### config.mk
export PLATFORM = sky130hd
export DESIGN_NAME = word_pack_stage
export DESIGN_NICKNAME = d
export VERILOG_FILES = /design/src/rtl/word_pack_pkg.sv /design/src/rtl/word_pack_stage.sv
export SDC_FILE = /design/constraint.sdc
export NUM_CORES = 1
export LEC_CHECK = 0
export CORE_MARGIN = 5
export CORE_UTILIZATION = 52
export CTS_CLUSTER_DIAMETER = 100
export DETAILED_ROUTE_END_ITERATION = 10
export GPL_ROUTABILITY_DRIVEN = 1
export PLACE_DENSITY = 0.84
export SLEW_MARGIN = 25
export SYNTH_ARGS = -nofsm -noshare
export SYNTH_HDL_FRONTEND = slang
export SYNTH_SLANG_ARGS = --single-unit
### constraint.sdc
create_clock -name clk -period 2.7 [get_ports clk]
set_clock_uncertainty 0.2 [all_clocks]
set_input_delay 0.405 -clock clk [delete_from_list [all_inputs] [get_ports clk]]
set_output_delay 0.405 -clock clk [all_outputs]
set_load 0.01 [all_outputs]
### src/rtl/word_pack_pkg.sv
// rtl/word_pack_pkg.sv - shared types and defaults for the 16-to-32 word packer
package word_pack_pkg;

   localparam int W_IN  = 16;
   localparam int W_OUT = 2 * W_IN;

   localparam logic [W_IN-1:0] PAD_VALUE = '0;

   // EMPTY: no word held; HALF: low word held in lo_q; FULL: beat in output register
   typedef enum logic [1:0] {
      EMPTY = 2'd0,
      HALF  = 2'd1,
      FULL  = 2'd2
   } state_t;

endpackage

### src/rtl/word_pack_stage.sv
// rtl/word_pack_stage.sv - packs 16-bit words into 32-bit beats (optional WORD_PACK_CSUM_EN)
module word_pack_stage #(
   parameter int                 W_IN      = word_pack_pkg::W_IN,
   parameter logic [W_IN-1:0]    PAD_VALUE = word_pack_pkg::PAD_VALUE,
   parameter int                 CNT_W     = 16
) (
   input  logic                  clk,
   input  logic                  rst,
   input  logic [W_IN-1:0]       __in0,
   input  logic                  in_valid,
   input  logic                  in_last,
   output logic                  in_ready,
   output logic [2*W_IN-1:0]     __out0,
   output logic                  out_valid,
   output logic                  out_pad,
   output logic                  out_last,
   input  logic                  out_ready,
   output logic [CNT_W-1:0]      beat_cnt
`ifdef WORD_PACK_CSUM_EN
   ,
   output logic [W_IN-1:0]       csum
`endif
);

   import word_pack_pkg::*;

   state_t                state_q, state_d;
   logic [W_IN-1:0]       lo_q, lo_d;
   logic [2*W_IN-1:0]     out_q, out_d;
   logic                  pad_q, pad_d;
   logic                  last_q, last_d;
   logic                  in_fire;
   logic                  out_fire;

   // A full output register may still take a word when the sink drains it this cycle
   assign in_ready  = (state_q != FULL) | out_ready;
   assign out_valid = (state_q == FULL);
   assign in_fire   = in_valid & in_ready;
   assign out_fire  = out_valid & out_ready;

   assign __out0    = out_q;
   assign out_pad   = pad_q;
   assign out_last  = last_q;

   // Next-state and datapath: FULL with a drained beat behaves like EMPTY for the new word
   always_comb begin
      state_d = state_q;
      lo_d    = lo_q;
      out_d   = out_q;
      pad_d   = pad_q;
      last_d  = last_q;
      case (state_q)
         EMPTY, FULL: begin
            if (out_fire) begin
               state_d = EMPTY;
            end
            if (in_fire) begin
               if (in_last) begin
                  out_d   = {PAD_VALUE, __in0};
                  pad_d   = 1'b1;
                  last_d  = 1'b1;
                  state_d = FULL;
               end else begin
                  lo_d    = __in0;
                  state_d = HALF;
               end
            end
         end
         HALF: begin
            if (in_fire) begin
               out_d   = {__in0, lo_q};
               pad_d   = 1'b0;
               last_d  = in_last;
               state_d = FULL;
            end
         end
         default: begin
            state_d = EMPTY;
         end
      endcase
   end

   // State and data registers; a held half-word is simply dropped by reset
   always_ff @(posedge clk or negedge rst) begin
      if (!rst) begin
         state_q <= EMPTY;
         lo_q    <= '0;
         out_q   <= '0;
         pad_q   <= 1'b0;
         last_q  <= 1'b0;
      end else begin
         state_q <= state_d;
         lo_q    <= lo_d;
         out_q   <= out_d;
         pad_q   <= pad_d;
         last_q  <= last_d;
      end
   end

   // Emitted-beat counter, sticks at all-ones instead of wrapping
   always_ff @(posedge clk or negedge rst) begin
      if (!rst) begin
         beat_cnt <= '0;
      end else if (out_fire && (beat_cnt != {CNT_W{1'b1}})) begin
         beat_cnt <= beat_cnt + 1'b1;
      end
   end

`ifdef WORD_PACK_CSUM_EN
   logic [W_IN-1:0] csum_q;

   assign csum = csum_q;

   // Packet XOR: restarts when the closing beat leaves, possibly folding in the next packet's first word
   always_ff @(posedge clk or negedge rst) begin
      if (!rst) begin
         csum_q <= '0;
      end else begin
         csum_q <= ((out_fire && last_q) ? '0 : csum_q) ^ (in_fire ? __in0 : '0);
      end
   end
`endif

endmodule

==> results of run 1 <==
-- worst paths after layout --
| kind | depth (start not counted) | startpoint | slack [ns] | end |
|---|---|---|---|---|
| worst max-delay path | 3 | out_ready | 0.39 | in_ready |
| worst max register to register | 5 | beat_cnt[0] | 0.53 | beat_cnt[15] |
| worst min-delay path | 2 | rst | 0.28 | beat_cnt[10] |
| worst min register to register | 2 | __out0[1] | 0.29 | __out0[1] |
| max in group asynchronous | 3 | rst | 1.33 | __out0[13] |
| min in group clk | 2 | __out0[1] | 0.29 | __out0[1] |
-- final cells by class --
type                    instances  area, um^2
clock buffers                  12         155
well taps                      72        90.1
fillers                       423        1570
clock inverters                 2        35.0
inverters                       2        7.51
flip-flops and latches         68        1700
multi-input cells             157        1140
repair buffers                 79         771
-- cells in the mapped netlist, types with 2 or more instances --
library cell,count
dfrtp_1,68
nand2_1,25
o21ai_0,18
mux2_2,17
a22o_1,16
mux2i_1,16
xor2_1,11
nor2_1,7
clkbuf_1,5
nor3_1,5
nor4_1,5
a21oi_1,4
buf_2,4
nand3_1,4
nand4_1,4
nand2b_1,3
a31oi_1,2
and2_1,2
and3_1,2
buf_4,2
inv_1,2
nor2b_1,2
-- registers in the layout, summed over array words and instances, names as in the netlist --
name	count
out_pad	1
state_q	2
out_last	1
beat_cnt	16
lo_q	16
__out0	32
-- critical path, cell delays in order --
cell and delay (ns):
clkdlybuf4s50_1 0.56, nand2b_1 0.19, clkdlybuf4s50_1 0.55
-- power groups by stage --
stage | sequential (W) | combinational (W) | clock [W]
final | 0.00142 | 0.000873 | 0.000827
after global placement | 0.00142 | 0.000855 | 0
after CTS | 0.00142 | 0.000890 | 0.000843
after detailed placement | 0.00143 | 0.000883 | 0
after floorplan | 0.00148 | 0.000338 | 0
after global routing | 0.00146 | 0.000956 | 0.000886
-- repair_timing --
item	4_1_cts	5_1_grt
hold buffers	1	0
setup buffers	0	0
endpoints found under the hold margin	11	0
-- routing by layer --
metal | global-route usage | share of wire | vias to the layer above
met1 | 0.253 | 0.43 | 1101
li1 | - | - | 1015
met4 | 0.0964 | 0.020 | 0
met5 | 0 | 0 | -
met2 | 0.321 | 0.48 | 75
met3 | 0.0534 | 0.071 | 10
-- stage by stage --
| step | cells | util |
|---|---|---|
| after global routing | 392 | 0.713 |
| after global placement | 377 | 0.676 |
| after floorplan | 239 | - |
| after CTS | 392 | 0.713 |
| final | 392 | 0.713 |
| after detailed placement | 377 | 0.676 |
-- logic make-up (layout without fill, tap and decap cells) --
kind of cell | Yosys count | after routing
muxes | 33 | 33
DFF | 68 | 68
buffers and inverters | 14 | 95
and+or+nand+nor | 66 | 66
adders and majority gates | 1 | 1
xor gates and xnor gates | 13 | 13
AOI/OAI and AO/OA | 44 | 44
==> results.json, run 1 <==
{
  "status": "finished clean",
  "dp_hpwl_mm": 4.55,
  "num_rows": 27,
  "synth_top_family_by_area": "multiplexers",
  "grt_max_degree": 32,
  "drtIter0Drc": 114,
  "switchingPower_w": 0.000903,
  "cts.clk_slew.worst_paths_ns": 0.07,
  "final.setup.tns_ns": 0,
  "vias": 2201,
  "combPwrFrac": 0.280,
  "critPathArrivalTime_ns": 1.70,
  "routed_wl_mm": 6.62,
  "fmax_mhz": 433,
  "io_buffers": 72,
  "synthAdderAreaFrac": 0.00430,
  "slew-limit-headroom": 0.502,
  "finish.instance_area_mm2": 0.00390,
  "chipWidth_um": 84.8,
  "antenna_left": 0,
  "area_growth_pct": 33.9,
  "grtUsageTotal": 0.200,
  "async_flop_share": 1.00,
  "yosysSeqAreaShare": 0.584,
  "dr.pass1.iters": 4,
  "synth-seq-cells": 68,
  "routedWlPerCell_um": 16.9,
  "cts_max_level": 3,
  "die_y_um": 84.8,
  "start_kind": "input port",
  "worst_pin_slew_ns": 0.740,
  "diodes": 0,
  "grt_overflow": 0,
  "critPathMaxFanout": 5,
  "synth_top_area_frac": 0.584,
  "grt_pass1_wl_mm": 11.4,
  "hold_path_class": "in2async",
  "clock-sinks": 68,
  "finalHoldViolCount": 0,
  "rsz0062_at_grt": "false",
  "crit_required_ns": 2.10,
  "cts-buffers-inserted": 9,
  "nets": 339,
  "synthCells": 239,
  "p_clk_frac": 0.265,
  "power.internal_w": 0.00222,
  "drt-vias-per-instance": 5.61,
  "synth_cell_type_count": 37,
  "yosys_warnings": 0,
  "synth_compound_area_frac": 0.104,
  "leakagePower_nw": 1.73,
  "root_buffer": "clkbuf_8",
  "final_common_cell": "clkdlybuf4s50_1",
  "clock_latency_ns": 0.34,
  "ios": 73,
  "pre_cts_ws_ns": 0.268,
  "die_area_mm2": 0.00720,
  "grt_pass1_vias": 2401,
  "initial_core_util": 0.532,
  "synth_mux_area_frac": 0.121,
  "synth_area_mm2": 0.00291,
  "synth-main-ff-cell": "dfrtp_1",
  "dpl-instance-area_mm2": 0.00370,
  "synth_edf_count": 0,
  "power.density_mw_per_mm2": 800,
  "cts_tree": "built",
  "cts.repair.resized": 0,
  "seqPwrFrac": 0.455,
  "core_area_mm2": 0.00547,
  "yosys-top-cells-area": "dfrtp_1 58%, mux2_2 6.6%, mux2i_1 5.5%",
  "finalSetupViolCount": 0,
  "clock_path_buffers": 2,
  "period_share": 0.855,
  "antenna_found_initial": 0,
  "synthSimpleGateAreaFrac": 0.120,
  "finalCriticalPeriod_ns": 2.31,
  "slew_viol_final": 0,
  "peakVddDrop_mv": 0.428,
  "synth_nets": 261,
  "setup_slack_ns": 0.392,
  "synth_area_per_cell_um2": 12.2,
  "drc_errors": 0,
  "cp-end-kind": "output pin",
  "p_sw_frac": 0.289,
  "hold_ws_ns": 0.279,
  "gp_congestion": 0.797,
  "power_w": 0.00312,
  "drive_gt1_frac": 0.134,
  "maxCapViolations": 0,
  "worstSetupPathType": "in2out",
  "synthXorXnorAreaFrac": 0.0417,
  "yosysTopAreaCell": "dfrtp_1",
  "final_cell_mix": "71 x clkdlybuf4s50_1, 68 x dfrtp_1, 25 x nand2_1"
}
Note: power is estimated with default switching activity, not from simulation.
==> run 2, diff against run 1 <==
--- a/config.mk
+++ b/config.mk
@@ -5,12 +5,12 @@
 export SDC_FILE = /design/constraint.sdc
 export NUM_CORES = 1
 export LEC_CHECK = 0
-export CORE_MARGIN = 5
-export CORE_UTILIZATION = 52
+export CORE_UTILIZATION = 51
+export CTS_BUF_LIST = sky130_fd_sc_hd__clkbuf_2
 export CTS_CLUSTER_DIAMETER = 100
 export DETAILED_ROUTE_END_ITERATION = 10
 export GPL_ROUTABILITY_DRIVEN = 1
-export PLACE_DENSITY = 0.84
+export PLACE_DENSITY = 0.82
 export SLEW_MARGIN = 25
 export SYNTH_ARGS = -nofsm -noshare
 export SYNTH_HDL_FRONTEND = slang
==> constraint.sdc (replaced) <==
create_clock -name clk -period 2.5 [get_ports clk]
set_clock_uncertainty 0.2 [all_clocks]
set_input_delay 0.375 -clock clk [delete_from_list [all_inputs] [get_ports clk]]
set_output_delay 0.375 -clock clk [all_outputs]
set_load 0.01 [all_outputs]
==> run 2 against run 1 <==
Effect of this change:
- utilization shrank 2.0 points
- flip-flop and latch count unchanged
- wire length is 11% lower
- sequential power increased by 8%
- clock power decreased by 26%
- register-to-register slack barely moved
- critical path depth shrank 1
- clock-buffer cell count down 2
- die area down 16%
- worst setup slack worse by 0.17 ns
- non-clock buffer count down 2
- critical path type is now reg2out
- largest power group unchanged
- highest routed layer unchanged
==> results.json, run 2 (synthesis gave the netlist of run 1 again) <==
{
  "status": "finished clean",
  "ios": 73,
  "leakagePower_nw": 1.70,
  "finalNonFillerCells": 392,
  "routed_wl_mm": 5.92,
  "grt_pass1_wl_mm": 9.89,
  "power.density_mw_per_mm2": 804,
  "max_stage_delay_ns": 0.56,
  "critPathMaxFanout": 8,
  "routedWlPerCell_um": 15.1,
  "cp_cell_sequence": "nor2b_1, clkdlybuf4s50_1",
  "finalCriticalPeriod_ns": 2.28,
  "final.setup.tns_ns": 0,
  "drtIter0Drc": 97,
  "period_share": 0.911,
  "num_rows": 27,
  "grt_overflow": 0,
  "grt_pass1_vias": 2074,
  "initial_core_util": 0.529,
  "area_growth_pct": 31.1,
  "final_cell_mix": "70 x clkdlybuf4s50_1, 67 x dfrtp_1, 25 x nand2_1",
  "diodes": 0,
  "numPlacedInstances": 375,
  "maxCapViolations": 0,
  "clock_path_buffers": 2,
  "die_y_um": 77.6,
  "cts.clk_slew.worst_paths_ns": 0.17,
  "nets": 337,
  "finalHoldViolCount": 0,
  "peakVddDrop_mv": 0.478,
  "dr.pass1.iters": 4,
  "hold_path_class": "in2async",
  "rsz0062_at_grt": "false",
  "crit_required_ns": 1.92,
  "core_area_mm2": 0.00551,
  "post_cts_buffers": 0,
  "grt_max_degree": 69,
  "cts_tree": "built",
  "cp-end-kind": "output pin",
  "cts-buffers-inserted": 9,
  "worstSetupPathType": "reg2out",
  "antenna_left": 0,
  "cts_max_level": 3,
  "finalSetupViolCount": 0,
  "final_common_cell": "clkdlybuf4s50_1",
  "io_buffers": 72,
  "vias": 2086,
  "fmax_mhz": 439,
  "drc_errors": 0,
  "cpMaxStageDelayCell": "clkdlybuf4s50_1",
  "grtUsageTotal": 0.215,
  "chipWidth_um": 77.6,
  "dp_hpwl_mm": 3.99,
  "largest_reg_flops": 32,
  "clock-sinks": 68,
  "die_area_mm2": 0.00601,
  "start_kind": "flop",
  "root_buffer": "clkbuf_2",
  "clock_latency_ns": 0.49,
  "slew-limit-headroom": 0.537,
  "gp_congestion": 0.876,
  "drt-vias-per-instance": 5.32,
  "critPathArrivalTime_ns": 1.70,
  "slew_viol_final": 0,
  "worst_pin_slew_ns": 0.695,
  "antenna_found_initial": 0,
  "drive_gt1_frac": 0.134
}
==> run 2: changes by cell type in the layout (fill, tap and decap cells not counted), sizes merged <==
| cell | before | now |
|---|---|---|
| buf | 7 | 5 |
| dlymetal6s2s | 0 | 1 |
| clkbuf | 12 | 10 |
| clkdlybuf4s50 | 71 | 70 |
| clkinvlp | 0 | 1 |
| clkinv | 1 | 4 |
==> run 2: worst max-delay path: cells and delay by family (launching register included) <==
kind / cells / cell delay [ns]
buffers and inverters: 1 / 0.56
flip-flops: 1 / 0.48
AND/OR/NAND/NOR: 1 / 0.18
==> run 2: through the flow <==
stage	hold slack (ns)	total power [W]	setup slack, ns	instance area (um^2)	util
after CTS	0.200	0.00309	0.0737	3810	0.692
final	0.208	0.00307	0.222	3820	0.693
after floorplan	-0.121	0.00196	0.577	2910	-
after detailed placement	0.222	0.00249	0.139	3700	0.671
after global routing	0.216	0.00324	0.0988	3820	0.693
after global placement	0.224	0.00245	0.164	3700	0.671
==> run 2: timing repair <==
action | 4_1_cts | 5_1_grt
hold endpoints to repair | 68 | 0
resized for setup | 0 | 2
setup endpoints to repair | 0 | 1
hold buffers | 1 | 0
==> run 2: path summary, 6_finish.rpt <==
kind	slack [ns]	depth (start not counted)	endpoint	start
setup / recovery	0.22	2	out_valid	state_q[0]
min in group clk	0.31	2	__out0[13]	__out0[13]
max in group asynchronous	1.58	3	state_q[1]	rst
hold reg to reg	0.31	2	__out0[13]	__out0[13]
setup reg to reg	0.54	5	beat_cnt[10]	beat_cnt[0]
hold / removal	0.21	3	out_pad	rst
==> run 2: power by group <==
| group | leakage [nW] | internal, W | switching, W |
|---|---|---|---|
| Sequential | 0.856 | 0.00135 | 0.000178 |
| Clock | 0.0668 | 0.000225 | 0.000383 |
| Combinational | 0.775 | 0.000545 | 0.000391 |
| Total | 1.70 | 0.00212 | 0.000952 |
==> run 2: layer usage <==
| layer | GRT usage | vias to the layer above | wire, um |
|---|---|---|---|
| met5 | 0 | - | 0 |
| met4 | 0.0811 | 0 | 110 |
| met3 | 0.0812 | 10 | 378 |
| li1 | - | 1015 | - |
| met1 | 0.283 | 997 | 2770 |
| met2 | 0.323 | 64 | 2660 |
==> run 2: layout make-up <==
cell class	instances	area [um^2]
flip-flops and latches	68	1700
fillers	408	1690
multi-input cells	157	1140
repair buffers	77	771
well taps	72	90.1
clock inverters	6	55.1
clock buffers	10	50.0
inverters	2	7.51
==> run 3, diff against run 2 <==
--- a/config.mk
+++ b/config.mk
@@ -8,6 +8,7 @@
 export CORE_UTILIZATION = 51
 export CTS_BUF_LIST = sky130_fd_sc_hd__clkbuf_2
 export CTS_CLUSTER_DIAMETER = 100
+export CTS_CLUSTER_SIZE = 25
 export DETAILED_ROUTE_END_ITERATION = 10
 export GPL_ROUTABILITY_DRIVEN = 1
 export PLACE_DENSITY = 0.82
==> constraint.sdc (replaced) <==
create_clock -name clk -period 2.5 [get_ports clk]
set_clock_uncertainty 0.2 [all_clocks]
set_input_delay 0.375 -clock clk [delete_from_list [all_inputs] [get_ports clk]]
set_output_delay 0.375 -clock clk [all_outputs]
set_load 0.1 [all_outputs]
==> run 3 against run 2 <==
Effect of this change:
- register-to-register slack got worse by 0.27 ns
- clock-buffer cell count fell by 1
- largest power group is now combinational logic
- non-clock buffer count fell by 1
- total power rose by 40%
- critical endpoint is now beat_cnt[15]
- combinational power rose by 130%
- wire length rose by 0.91%
- first-iteration DRC count rose by 30%
- hold slack improved by 0.015 ns
- via count rose by 2.3%
==> results.json, run 3 (synthesis gave the netlist of run 1 again) <==
{
  "final_common_cell": "dfrtp_1",
  "num_rows": 27,
  "largest_reg_flops": 32,
  "clock_path_buffers": 2,
  "maxCapViolations": 0,
  "hold_path_class": "in2async",
  "nets": 336,
  "finalCriticalPeriod_ns": 2.23,
  "seqCellArea_mm2": 0.00171,
  "cts_max_level": 3,
  "rsz0062_at_grt": "false",
  "dr.pass1.iters": 4,
  "clock-sinks": 68,
  "period_share": 0.890,
  "gp_congestion": 0.879,
  "vias": 2133,
  "critPathArrivalTime_ns": 2.41,
  "multi_input_area_mm2": 0.00114,
  "peakVddDrop_mv": 0.880,
  "crit_required_ns": 2.68,
  "final.setup.tns_ns": 0,
  "routedWlPerCell_um": 15.3,
  "root_buffer": "clkbuf_2",
  "final_cell_mix": "65 x dfrtp_1, 53 x buf_4, 25 x nand2_1",
  "cts-buffers-inserted": 9,
  "finalSetupViolCount": 0,
  "grt_pass1_vias": 2244,
  "worst_pin_slew_ns": 0.785,
  "grt_overflow": 0,
  "grt_max_degree": 50,
  "diodes": 0,
  "start_kind": "flop",
  "area_growth_pct": 27.2,
  "dp_hpwl_mm": 4.08,
  "drtIter0Drc": 126,
  "clock_latency_ns": 0.50,
  "gr-usage-met3": 0.0518,
  "use_met1": 0.284,
  "grtUsageTotal": 0.224,
  "drive_gt1_frac": 0.313,
  "finalHoldViolCount": 0,
  "routed_wl_mm": 5.97,
  "core_area_mm2": 0.00551,
  "drt-vias-per-instance": 5.46,
  "worstSetupPathType": "reg2reg",
  "slew_viol_final": 0,
  "slew-limit-headroom": 0.471,
  "antenna_found_initial": 0,
  "ios": 73,
  "leakagePower_nw": 1.78,
  "initial_core_util": 0.529,
  "cts.clk_slew.worst_paths_ns": 0.21,
  "cp-end-kind": "flop",
  "top_usage_layer": "met2",
  "chipWidth_um": 77.6,
  "fmax_mhz": 449,
  "die_area_mm2": 0.00601,
  "power.density_mw_per_mm2": 1160,
  "grt_pass1_wl_mm": 10.4,
  "antenna_left": 0,
  "use_met2": 0.359,
  "status": "finished clean",
  "hold_ws_ns": 0.223,
  "fillCellCount": 443,
  "critPathMaxFanout": 7,
  "pre_cts_ws_ns": 0.118,
  "setup_slack_ns": 0.275,
  "cts_tree": "built",
  "cts.repair.resized": 0,
  "drc_errors": 0,
  "io_buffers": 72,
  "die_y_um": 77.6
}
run 3: power by group:
part / leakage (nW) / total [W] / internal (W) / switching (W)
registers: 0.854 / 0.00153 / 0.00135 / 0.000184
logic: 0.852 / 0.00212 / 0.000476 / 0.00165
clock network: 0.0754 / 0.000627 / 0.000228 / 0.000399
total: 1.78 / 0.00428 / 0.00205 / 0.00223
run 3: path summary, 6_finish.rpt:
check	from	end	slack, ns	depth (start not counted)
setup / recovery	beat_cnt[0]	beat_cnt[15]	0.27	5
hold / removal	rst	lo_q[0]	0.22	2
setup reg to reg	beat_cnt[0]	beat_cnt[15]	0.27	5
hold reg to reg	beat_cnt[0]	beat_cnt[0]	0.31	1
max in group asynchronous	rst	__out0[9]	1.21	3
min in group clk	beat_cnt[0]	beat_cnt[0]	0.31	1
run 3: area by class of cell:
| type | count | share of cell area |
|---|---|---|
| repair buffers | 76 | 0.174 |
| flip-flops and latches | 68 | 0.460 |
| multi-input cells | 157 | 0.309 |
| clock inverters | 7 | 0.0182 |
| inverters | 2 | 0.00203 |
| clock buffers | 9 | 0.0122 |
| well taps | 72 | 0.0243 |
run 3: per-layer routing:
| metal | up-vias | share of wire |
|---|---|---|
| li1 | 1007 | - |
| met1 | 1038 | 0.45 |
| met2 | 74 | 0.47 |
| met3 | 14 | 0.053 |
| met4 | 0 | 0.023 |
| met5 | - | 0 |
run 3: through the flow:
step,power [W],cell area [um^2],utilization,std cells
floorplan,0.00320,2920,-,239
global placement,0.00364,3580,0.650,374
detailed placement,0.00369,3580,0.650,374
CTS,0.00431,3700,0.673,391
global route,0.00446,3700,0.673,391
finish,0.00428,3700,0.673,391
run 3: worst max-delay path: stages, from the launching register on:
cell,delay [ns]
dfrtp_2,0.43
ha_1,0.21
nand3_1,0.17
o41ai_2,0.80
nor4_1,0.15
xor2_1,0.18
run 3: what timing repair did:
action                    in CTS  in global routing
hold buffers                   1                  0
buffers inserted               0                  0
hold endpoints to repair      29                  0
